### config.mk
export PLATFORM = sky130hd
export DESIGN_NAME = stage_sequencer_flat
export DESIGN_NICKNAME = d
export VERILOG_FILES = /design/src/rtl/stage_sequencer_if.sv /design/src/rtl/stage_sequencer.sv /design/src/flat_wrapper.sv
export SDC_FILE = /design/constraint.sdc
export NUM_CORES = 1
export LEC_CHECK = 0
export CORE_AREA = 5 5 69 87
export DETAILED_ROUTE_END_ITERATION = 6
export DIE_AREA = 0 0 74 92
export GPL_TIMING_DRIVEN = 0
export MAX_ROUTING_LAYER = met4
export PLACE_DENSITY = 0.56
export SLEW_MARGIN = 20
export SYNTH_ARGS = -nofsm -noshare
export SYNTH_HDL_FRONTEND = slang
export SYNTH_SLANG_ARGS = --single-unit
export TNS_END_PERCENT = 100
### constraint.sdc
create_clock -name Clock -period 1.6 [get_ports Clock]
set_clock_uncertainty 0.05 [all_clocks]
set_input_delay 0.16 -clock Clock [delete_from_list [all_inputs] [get_ports Clock]]
set_output_delay 0.16 -clock Clock [all_outputs]
set_load 0.02 [all_outputs]
### src/rtl/stage_sequencer_if.sv
// Control/status bundle between the front panel, instruction decoder and the stage sequencer.
interface stage_sequencer_if;
  logic        Run;
  logic        Step;
  logic        NOP_FLAG;
  logic        Halt_Instr;
  logic        Mem_Access_Stage4;
  logic        Mem_Ready;
  logic [2:0]  Stage;
  logic        Busy;
  logic        Stall;
  logic        Halted;
  logic        Mem_Timeout;
  logic [15:0] Instr_Count;

  modport master (
    output Run, Step, NOP_FLAG, Halt_Instr, Mem_Access_Stage4, Mem_Ready,
    input  Stage, Busy, Stall, Halted, Mem_Timeout, Instr_Count
  );

  modport slave (
    input  Run, Step, NOP_FLAG, Halt_Instr, Mem_Access_Stage4, Mem_Ready,
    output Stage, Busy, Stall, Halted, Mem_Timeout, Instr_Count
  );
endinterface

### src/rtl/stage_sequencer.sv
// Multicycle stage sequencer: run/step control, NOP skip, HALT, bounded memory wait
// with timeout, and a retired-instruction counter.
module stage_sequencer #(
  parameter int MEM_WAIT_MAX = 8,
  parameter int WAIT_W       = 4
) (
  input  logic             Clock,
  input  logic             Reset_n,
  stage_sequencer_if.slave sig
);

  typedef enum logic [2:0] {
    IDLE = 3'd0,
    S1   = 3'd1,
    S2   = 3'd2,
    S3   = 3'd3,
    S4   = 3'd4,
    S5   = 3'd5,
    HALT = 3'd6
  } state_t;

  localparam logic [WAIT_W-1:0] WAIT_LAST = WAIT_W'(MEM_WAIT_MAX - 1);

  state_t            state_q, state_d;
  logic [2:0]        stage_q;
  logic              halted_q, timeout_q, timeout_set;
  logic [15:0]       cnt_q;
  logic [WAIT_W-1:0] wait_q;

  always_comb begin
    state_d     = state_q;
    timeout_set = 1'b0;
    case (state_q)
      IDLE: if (sig.Run || sig.Step) state_d = S1;
      S1:   state_d = S2;
      S2: begin
        if (sig.Halt_Instr)    state_d = HALT;
        else if (sig.NOP_FLAG) state_d = S5;
        else                   state_d = S3;
      end
      S3:   state_d = S4;
      S4: begin
        if (!sig.Mem_Access_Stage4 || sig.Mem_Ready) begin
          state_d = S5;
        end else if (wait_q == WAIT_LAST) begin
          state_d     = HALT;
          timeout_set = 1'b1;
        end
      end
      S5:   state_d = sig.Run ? S1 : IDLE;
      HALT: state_d = HALT;
      default: state_d = IDLE;
    endcase
  end

  always_ff @(posedge Clock or negedge Reset_n) begin
    if (!Reset_n) begin
      state_q   <= IDLE;
      stage_q   <= 3'd0;
      halted_q  <= 1'b0;
      timeout_q <= 1'b0;
      cnt_q     <= 16'd0;
      wait_q    <= '0;
    end else begin
      state_q <= state_d;
      stage_q <= (state_d == HALT) ? 3'd0 : state_d;
      if (state_d == HALT) halted_q  <= 1'b1;
      if (timeout_set)     timeout_q <= 1'b1;
      if (state_q == S5)   cnt_q     <= cnt_q + 16'd1;
      // Counter only advances while parked in S4, so any fresh entry starts at zero.
      if (state_q == S4 && state_d == S4) wait_q <= wait_q + 1'b1;
      else                                wait_q <= '0;
    end
  end

  assign sig.Stage       = stage_q;
  assign sig.Busy        = (stage_q != 3'd0);
  assign sig.Stall       = (stage_q == 3'd4) && sig.Mem_Access_Stage4 && !sig.Mem_Ready;
  assign sig.Halted      = halted_q;
  assign sig.Mem_Timeout = timeout_q;
  assign sig.Instr_Count = cnt_q;

endmodule

### src/flat_wrapper.sv
// flat-port wrapper written by rule: the top's interface ports become plain ports
module stage_sequencer_flat 
#(
  parameter int MEM_WAIT_MAX = 8,
  parameter int WAIT_W       = 4
)
  (Clock, Reset_n, sig_Run, sig_Step, sig_NOP_FLAG, sig_Halt_Instr, sig_Mem_Access_Stage4, sig_Mem_Ready, sig_Stage, sig_Busy, sig_Stall, sig_Halted, sig_Mem_Timeout, sig_Instr_Count);
  stage_sequencer_if sig_i ();
  input  logic Clock;
  input  logic Reset_n;
  input wire logic [$bits(sig_i.Run)-1:0] sig_Run;
  input wire logic [$bits(sig_i.Step)-1:0] sig_Step;
  input wire logic [$bits(sig_i.NOP_FLAG)-1:0] sig_NOP_FLAG;
  input wire logic [$bits(sig_i.Halt_Instr)-1:0] sig_Halt_Instr;
  input wire logic [$bits(sig_i.Mem_Access_Stage4)-1:0] sig_Mem_Access_Stage4;
  input wire logic [$bits(sig_i.Mem_Ready)-1:0] sig_Mem_Ready;
  output wire logic [$bits(sig_i.Stage)-1:0] sig_Stage;
  output wire logic [$bits(sig_i.Busy)-1:0] sig_Busy;
  output wire logic [$bits(sig_i.Stall)-1:0] sig_Stall;
  output wire logic [$bits(sig_i.Halted)-1:0] sig_Halted;
  output wire logic [$bits(sig_i.Mem_Timeout)-1:0] sig_Mem_Timeout;
  output wire logic [$bits(sig_i.Instr_Count)-1:0] sig_Instr_Count;
  assign sig_i.Run = sig_Run;
  assign sig_i.Step = sig_Step;
  assign sig_i.NOP_FLAG = sig_NOP_FLAG;
  assign sig_i.Halt_Instr = sig_Halt_Instr;
  assign sig_i.Mem_Access_Stage4 = sig_Mem_Access_Stage4;
  assign sig_i.Mem_Ready = sig_Mem_Ready;
  assign sig_Stage = sig_i.Stage;
  assign sig_Busy = sig_i.Busy;
  assign sig_Stall = sig_i.Stall;
  assign sig_Halted = sig_i.Halted;
  assign sig_Mem_Timeout = sig_i.Mem_Timeout;
  assign sig_Instr_Count = sig_i.Instr_Count;
  stage_sequencer #(.MEM_WAIT_MAX(MEM_WAIT_MAX), .WAIT_W(WAIT_W)) u_core (.Clock(Clock), .Reset_n(Reset_n), .sig(sig_i));
endmodule
==> flow_summary.yaml, run 1 <==
route:
  wl_um: 2780
  vias: 950
  first_iter_violations: 43
  dr.pass1.iters: 2
  antenna_left: 0
  drc_errors: 0
  via_per_inst: 4.481
  wl_per_cell_um: 13.11
sta:
  relSlewSlack: 0.5918
  timing.final.crit_share: 0.9863
  fmax_mhz: 633.7
  worst_pin_slew_ns: 0.6123
  maxSlewViolCount: 0
  period_needed_ns: 1.578
  setup_violations: 0
  finalSetupTns_ns: 0
  rsz0062_at_grt: "yes"
  hold_viol_final: 0
grt:
  overflow: 0
  grt_max_degree: 28
  grt_pass1_vias: 997
  grt_pass1_wl_um: 4623
  grt_use_total: 0.08694
  grt_antenna_before_repair: 0
synth:
  synth_area_um2: 1236
  ys.warnings.count: 0
  seq_area_frac_synth: 0.5466
  synth_area_leaders: "dfrtp_1, xnor2_1, xor2_1, nand3_1, nor2_1"
  netlist.area_leader.share: 0.5466
  synth-seq-cells: 27
  synth_cell_types: 32
  synthCells: 108
  avgSynthCellArea_um2: 11.45
  yosysTopAreaCell: "dfrtp_1"
  syn_nets: 118
power:
  switching_power_uw: 840.8
  power.total_uw: 2389
  p_leak_uw: 0.0007996
  peakVddDrop_uv: 760.4
  swShare: 0.3519
  pwr-share-comb: 0.447
  power.share.clock: 0.159
  power_density_nw_per_um2: 1366
  p_int_uw: 1549
  pwr-share-seq: 0.394
critical_path:
  worst-path-buf-inv: 1
  cpPeakStageDelay_ns: 0.41
  critPathTopFamily: "compound AO/OA/AOI/OAI gates"
  path_common_cell: "a21oi_2"
  timing_worst_setup_path_type: "reg2reg"
  crit_chain: "buf_6 -> or3_1 -> a21oi_2 -> a21oi_2 -> a31o_2"
  cp.arrival_ns: 1.69
  crit_fanout: 8
  cp_slowest_cell: "dfrtp_1"
  required_ns: 1.72
  start_kind: "register"
  endpoint_kind: "register"
clocking:
  cts_root_buf: "clkbuf_8"
  cts_tree: "built"
  cts_sinks: 27
  htree_levels: 1
  clk_latency_ns: 0.27
  clockBufferDepth: 2
  cts_made_buffers: 3
  clk_pin_slew_ns: 0.09
worst_hold_path:
  hold_class: "in2async"
placed_design:
  place_congestion: 0.7923
  io_buffers: 30
  hpwl_um: 1994
cells_and_area:
  multiInputGateArea_um2: 546.8
  n_antenna_cell: 0
  finalNetCount: 161
  area_growth_pct: 41.50
  seqCellArea_um2: 676.9
  fillers: 515
  drive_above_1_share: 0.2200
floorplanning:
  io_pins: 31
  rows: 29
  dieWidth_um: 74
  dieArea_um2: 6808
  initial_core_util: 0.2451
  core_region_area_um2: 5044
  die_h_um: 92
outcome:
  status: "finished, final reports clean"
run:
  maxCapViolCount: 0
-- placed cells by master (no fill, tap or decap), types with 2 or more instances in the layout --
cell	n
buf_2	2
or3_1	2
buf_6	4
clkbuf_8	3
nand2_1	6
a21oi_2	2
and4_1	2
clkdlybuf4s50_1	25
nand3_1	7
nor2_1	9
xor2_1	7
nand4_1	4
dfrtp_1	26
and3_1	5
xnor2_1	10
inv_1	2
buf_4	9
-- sequential cells by signal, indices dropped and copies added, names as in the netlist --
signal,cells
u_core.sig.Halted,1
u_core.state_q,2
u_core.sig.Instr_Count,16
u_core.sig.Stage,3
u_core.sig.Mem_Timeout,1
u_core.wait_q,4
-- final timing paths --
kind | start | to | slack, ns | depth (start not counted)
worst max-delay path | u_core.sig.Stage[0] | u_core.sig.Halted | 0.02 | 5
worst min register to register | u_core.sig.Instr_Count[15] | u_core.sig.Instr_Count[15] | 0.43 | 1
worst max register to register | u_core.sig.Stage[0] | u_core.sig.Halted | 0.02 | 5
min in group Clock | u_core.sig.Instr_Count[15] | u_core.sig.Instr_Count[15] | 0.43 | 1
max in group asynchronous | Reset_n | u_core.state_q[1] | 0.70 | 2
worst min-delay path | Reset_n | u_core.sig.Stage[1] | 0.37 | 2
-- cells by family after synthesis --
group                    count (synthesis)  synth area share
AND/OR/NAND/NOR                         44            0.2045
XOR/XNOR                                17            0.1204
AO/OA/AOI/OAI                           11           0.06984
buffers and inverters                    6           0.02936
multiplexers                             1          0.009109
flip-flops                              27            0.5466
adder cells (fa/ha/maj)                  2           0.02024
-- cells in the mapped netlist, drive strengths merged --
cell type   n
a31o        1
and3b       1
buf         4
xor2        7
o21bai      1
and2b       1
nand3b      1
nand2b      1
a21boi      2
dfrtp      27
and4b       1
nand4       4
mux2        1
o31a        1
nor2        9
nand3       7
o31ai       1
or2         1
nand2       6
a21oi       3
ha          2
xnor2      10
nor3b       2
and3        6
a311o       1
o32a        1
inv         2
and4        2
or3         2
-- area by class of cell --
type	instances	share of cell area
plain buffers	4	0.02003
multi-input cells	75	0.3126
inverters	2	0.004292
clock buffers	4	0.02575
well taps	62	0.04435
flip-flops and latches	27	0.3870
repair buffers	38	0.2060
-- metrics by stage --
step | setup slack [ns] | hold slack, ns | utilization | cells | area, µm²
final | 0.02193 | 0.3749 | 0.3468 | 212 | 1749
after global routing | -0.04005 | 0.4330 | 0.3468 | 212 | 1749
after CTS | 0.002163 | 0.3868 | 0.3339 | 207 | 1684
after detailed placement | -0.4861 | 0.1600 | 0.3190 | 200 | 1609
after global placement | -0.5050 | 0.3949 | 0.3200 | 200 | 1614
after floorplan | 0.08376 | -0.1856 | - | 108 | 1236
-- power by group through the flow --
stage / Combinational, µW / Sequential, µW / Clock (µW)
4_1_cts: 945 / 950 / 399
5_1_grt: 1160 / 967 / 412
6_report: 1070 / 941 / 379
3_5_place_dp: 918 / 958 / 0
3_3_place_gp: 906 / 951 / 0
2_1_floorplan: 454 / 1030 / 0
-- routing by layer --
metal / vias up / GRT usage / wire [µm]
met3: 2 / 0.01969 / 161
met5: - / - / 0
li1: 457 / - / -
met2: 24 / 0.1309 / 1335
met1: 467 / 0.1153 / 1270
met4: 0 / 0.02719 / 13
-- what timing repair did --
action	in CTS	in global routing
setup endpoints to repair	5	8
gates cloned	0	0
endpoints found under the hold margin	27	0
setup buffers	2	5
hold buffers	1	0
resized for setup	13	11
pin swaps	1	0
No activity file was read; power rests on OpenSTA's default activity.
==> run 2: changes to the inputs <==
CORE_AREA = 5 5 54 68   (was 5 5 69 87)
DIE_AREA = 0 0 59 73   (was 0 0 74 92)
PLACE_DENSITY = 0.82   (was 0.56)
SKIP_CTS_REPAIR_TIMING = 1   (was default)
==> run 2 against run 1 <==
  * The flow now finishes with violations (setup timing)
  * Cell count is 13% lower
  * Critical path type is now reg2out
  * Total power shrank 1.5%
  * Cell area shrank 2.3%
  * Sequential cell count unchanged
  * Die area shrank 37%
  * Highest routed layer unchanged
  * Core utilization rose by 21 points
  * Clock-buffer cell count fell by 1
  * Fmax fell by 2.5%
  * Register-to-register slack about the same
==> flow_summary.yaml, run 2 (same netlist as run 1, synthesis figures left out) <==
cells_and_area:
  drive_above_1_share: 0.2027
  fillers: 283
  multiInputGateArea_um2: 548.0
  largest_reg_flops: 16
  seqCellArea_um2: 676.9
  mostFrequentLayoutCell: "dfrtp_1"
  n_antenna_cell: 0
  layout_common_cells: "dfrtp_1, clkdlybuf4s50_1, xnor2_1, nor2_1"
  finalNetCount: 159
  final_area_um2: 1709
  area_growth_pct: 38.26
floorplanning:
  io_pins: 31
  dieWidth_um: 59
  core_region_area_um2: 3050
  dieArea_um2: 4307
  die_h_um: 73
  rows: 23
  initial_core_util: 0.4053
sta:
  relSlewSlack: 0.6013
  period_needed_ns: 1.618
  maxSlewViolCount: 0
  timing.final.crit_share: 1.011
  hold_viol_final: 0
  fmax_mhz: 618.2
  setup_violations: 1
  rsz0062_at_grt: "yes"
  worst_pin_slew_ns: 0.5981
  whs_ns: 0.3640
  setup_slack_ns: -0.01773
grt:
  grt_max_degree: 28
  grt_pass1_wl_um: 4278
  overflow: 0
  grt_antenna_before_repair: 0
  grt_use_total: 0.1333
  grt_pass1_vias: 962
clocking:
  clockBufferDepth: 2
  htree_levels: 1
  cts_sinks: 27
  clk_latency_ns: 0.28
  clk_pin_slew_ns: 0.09
  cts_root_buf: "clkbuf_8"
  cts_made_buffers: 3
  cts_tree: "built"
critical_path:
  reg2reg_depth: 5
  endpoint_kind: "output port"
  r2r-start: "u_core.sig.Stage[0]"
  cpPeakStageDelay_ns: 0.43
  path_common_cell: "buf_6"
  cp.arrival_ns: 1.41
  crit_chain: "buf_6 -> nor3b_4 -> and3b_1 -> buf_6"
  start_kind: "register"
  required_ns: 1.39
  reg2reg_slack_ns: 0.01
  cp_slowest_cell: "dfrtp_1"
  rr_endpoint: "u_core.sig.Halted"
  crit_fanout: 5
  timing_worst_setup_path_type: "reg2out"
route:
  wl_um: 2670
  dr.pass1.iters: 4
  first_iter_violations: 26
  drc_errors: 0
  antenna_left: 0
  vias: 973
  wl_per_cell_um: 14.43
  via_per_inst: 5.259
placed_design:
  io_buffers: 30
  hpwl_um: 1869
  place_congestion: 0.7869
  post-place-ws_ns: -0.5517
  placed_area_um2: 1578
outcome:
  violations: "setup timing"
  status: "finished, violations left"
power:
  p_leak_uw: 0.0008402
  peakVddDrop_uv: 869.4
  power_density_nw_per_um2: 1377
run:
  maxCapViolCount: 0
worst_hold_path:
  hold_class: "in2async"
==> run 2: layout make-up <==
type,count,share of cell area
sequential,27,0.3960
multi-input combinational,75,0.3206
timing repair buffer,36,0.2042
tap,37,0.02709
clock buffer,3,0.02416
buffer,4,0.02050
inverter,2,0.004392
clock inverter,1,0.002928
==> run 2: power breakdown <==
group / total [µW] / internal [µW] / switching [µW]
clock network: 393 / 175 / 218
logic: 1030 / 507 / 526
registers: 927 / 816 / 111
total: 2350 / 1500 / 856
==> run 2: stage by stage <==
stage / setup TNS (ns) / instances / util / total power [µW]
floorplan: 0 / 108 / - / 1485
detailed placement: -0.8772 / 175 / 0.5172 / 1862
CTS: -1.323 / 179 / 0.5324 / 2256
finish: -0.01773 / 185 / 0.5603 / 2354
global placement: -0.8242 / 175 / 0.5189 / 1826
global route: -0.1676 / 185 / 0.5603 / 2518
==> run 2: how the worst max path moves through the flow <==
stage                              startpoint                          to  slack (ns)  cells past startpoint
floorplan           u_core.sig.Instr_Count[2]  u_core.sig.Instr_Count[14]        0.08                      5
global placement        sig_Mem_Access_Stage4                   sig_Stall       -0.54                      4
detailed placement      sig_Mem_Access_Stage4                   sig_Stall       -0.55                      4
CTS                       u_core.sig.Stage[0]                   sig_Stall       -0.81                      4
global route              u_core.sig.Stage[0]                   sig_Stall       -0.10                      4
finish                    u_core.sig.Stage[0]                   sig_Stall       -0.02                      4
==> run 2: metal layers <==
layer,global-route usage,wire [µm],vias up
met4,0.06297,47,0
met1,0.1532,1080,469
met3,0.02832,170,5
met5,-,0,-
met2,0.2187,1371,38
li1,-,-,461
==> run 2: critical path: cells and delay by family, from the launching register on <==
family        cells  cell delay, ns
simple gates      2            0.43
buf+inv           2            0.27
flops             1            0.43
==> run 3: changes to the inputs <==
==> constraint.sdc (replaced) <==
create_clock -name Clock -period 1.6 [get_ports Clock]
set_clock_uncertainty 0.05 [all_clocks]
set_input_delay 0.32 -clock Clock [delete_from_list [all_inputs] [get_ports Clock]]
set_output_delay 0.32 -clock Clock [all_outputs]
set_load 0.005 [all_outputs]
==> run 3 against run 2 <==
  * The run ends with hold timing, setup timing left
  * Largest power group unchanged
  * Critical path depth unchanged
  * Sequential share of layout area down 2.4 points
  * Critical path type unchanged
  * Clock power barely moved
  * Die area is the same
  * Cell area grew 7.0%
  * Sequential power decreased by 2%
==> flow_summary.yaml, run 3 (same netlist as run 1, synthesis figures left out) <==
outcome:
  status: "finished, violations left"
  violations: "hold timing, setup timing"
floorplanning:
  rows: 23
  initial_core_util: 0.4053
  dieWidth_um: 59
  core_region_area_um2: 3050
  io_pins: 31
  dieArea_um2: 4307
  die_h_um: 73
grt:
  grt_antenna_before_repair: 0
  grt_pass1_wl_um: 4278
  overflow: 0
  grt_use_total: 0.1333
  grt_max_degree: 28
  grt_pass1_vias: 962
critical_path:
  timing_worst_setup_path_type: "reg2out"
  reg2reg_slack_ns: -0.05
  endpoint_kind: "output port"
  required_ns: 1.23
  reg2reg_depth: 6
  cpPeakStageDelay_ns: 0.42
  start_kind: "register"
  crit_fanout: 5
  r2r-start: "u_core.sig.Stage[0]"
  cp_slowest_cell: "dfrtp_1"
  rr_endpoint: "u_core.sig.Halted"
  crit_chain: "buf_6 -> nor3b_4 -> and3b_1 -> clkbuf_2"
  cp.arrival_ns: 1.35
placed_design:
  hpwl_um: 1869
  place_congestion: 0.7869
  io_buffers: 30
  placed_area_um2: 1578
  post-place-ws_ns: -0.7685
cells_and_area:
  fillers: 264
  area_growth_pct: 47.98
  n_antenna_cell: 0
  finalNetCount: 172
  layout_common_cells: "dfrtp_1, clkdlybuf4s50_1, buf_4, xnor2_1, nor2_1"
  drive_above_1_share: 0.2981
  final_area_um2: 1829
  mostFrequentLayoutCell: "dfrtp_1"
  largest_reg_flops: 16
sta:
  rsz0062_at_grt: "yes"
  relSlewSlack: 0.6059
  timing.final.crit_share: 1.077
  hold_viol_final: 27
  period_needed_ns: 1.724
  setup_slack_ns: -0.1236
  worst_pin_slew_ns: 0.5911
  whs_ns: -0.01675
  maxSlewViolCount: 0
  setup_violations: 3
  fmax_mhz: 580.2
clocking:
  cts_tree: "built"
  clk_pin_slew_ns: 0.09
  clk_latency_ns: 0.28
  htree_levels: 1
  cts_root_buf: "clkbuf_8"
  clockBufferDepth: 2
  cts_made_buffers: 3
  cts_sinks: 27
route:
  wl_um: 2708
  wl_per_cell_um: 13.68
  vias: 1034
  via_per_inst: 5.222
  drc_errors: 0
  first_iter_violations: 9
  dr.pass1.iters: 4
  antenna_left: 0
run:
  maxCapViolCount: 0
power:
  peakVddDrop_uv: 809.9
  power_density_nw_per_um2: 1294
  p_leak_uw: 0.0009319
worst_hold_path:
  hold_class: "in2async"
-- run 3: cell types whose count changed in the layout (fill, tap and decap cells not counted), moves of 2 or more --
cell / before / now
buf_4: 5 / 20
dfrtp_1: 26 / 23
dfrtp_2: 1 / 4
a21boi_2: 0 / 2
buf_2: 4 / 2
clkbuf_2: 0 / 2
-- run 3: how the worst max path moves through the flow --
| stage | end | cells past startpoint | startpoint |
|---|---|---|---|
| after global routing | sig_Stall | 4 | u_core.sig.Stage[0] |
| after detailed placement | sig_Stall | 4 | sig_Mem_Access_Stage4 |
| final | sig_Stall | 4 | u_core.sig.Stage[0] |
| after floorplan | u_core.sig.Halted | 5 | u_core.sig.Stage[0] |
| after global placement | sig_Stall | 4 | sig_Mem_Access_Stage4 |
| after CTS | sig_Stall | 4 | u_core.sig.Stage[0] |
-- run 3: stage by stage --
| step | power, µW | utilization | std cells | hold WS, ns | setup TNS, ns |
|---|---|---|---|---|---|
| global placement | 1687 | 0.5189 | 175 | 0.3926 | -6.365 |
| CTS | 2118 | 0.5324 | 179 | 0.004626 | -1.644 |
| global route | 2535 | 0.5997 | 198 | 0.01791 | -0.5030 |
| detailed placement | 1724 | 0.5172 | 175 | 0.3115 | -2.331 |
| finish | 2367 | 0.5997 | 198 | -0.01675 | -0.2524 |
| floorplan | 1348 | - | 108 | -0.02559 | 0 |
-- run 3: where the power goes --
| group | switching, µW | leakage (µW) | total, µW | internal (µW) |
|---|---|---|---|---|
| clock network | 220 | 0.0000255 | 395 | 175 |
| logic | 444 | 0.000555 | 1060 | 617 |
| registers | 89.7 | 0.000352 | 911 | 821 |
| total | 754 | 0.000932 | 2370 | 1610 |
-- run 3: final cells by class --
cell class                 count  area [µm²]  area share
inverter                       2       7.507    0.004104
clock inverter                 1       5.005    0.002736
multi-input combinational     75       573.1      0.3133
sequential                    27       680.7      0.3721
tap                           37       46.29     0.02531
timing repair buffer          49       440.4      0.2408
buffer                         4       35.03     0.01915
clock buffer                   3       41.29     0.02257
-- run 3: critical path, delay by kind of cell, from the launching register on --
kind,cells,cell delay (ns)
buf+inv,2,0.25
flops,1,0.42
simple gates,2,0.40
-- run 3: routing by layer --
| metal | vias to the layer above | wire (µm) | global-route usage |
|---|---|---|---|
| li1 | 490 | - | - |
| met4 | 0 | 74 | 0.06297 |
| met3 | 7 | 157 | 0.02832 |
| met2 | 39 | 1417 | 0.2187 |
| met5 | - | 0 | - |
| met1 | 498 | 1058 | 0.1532 |
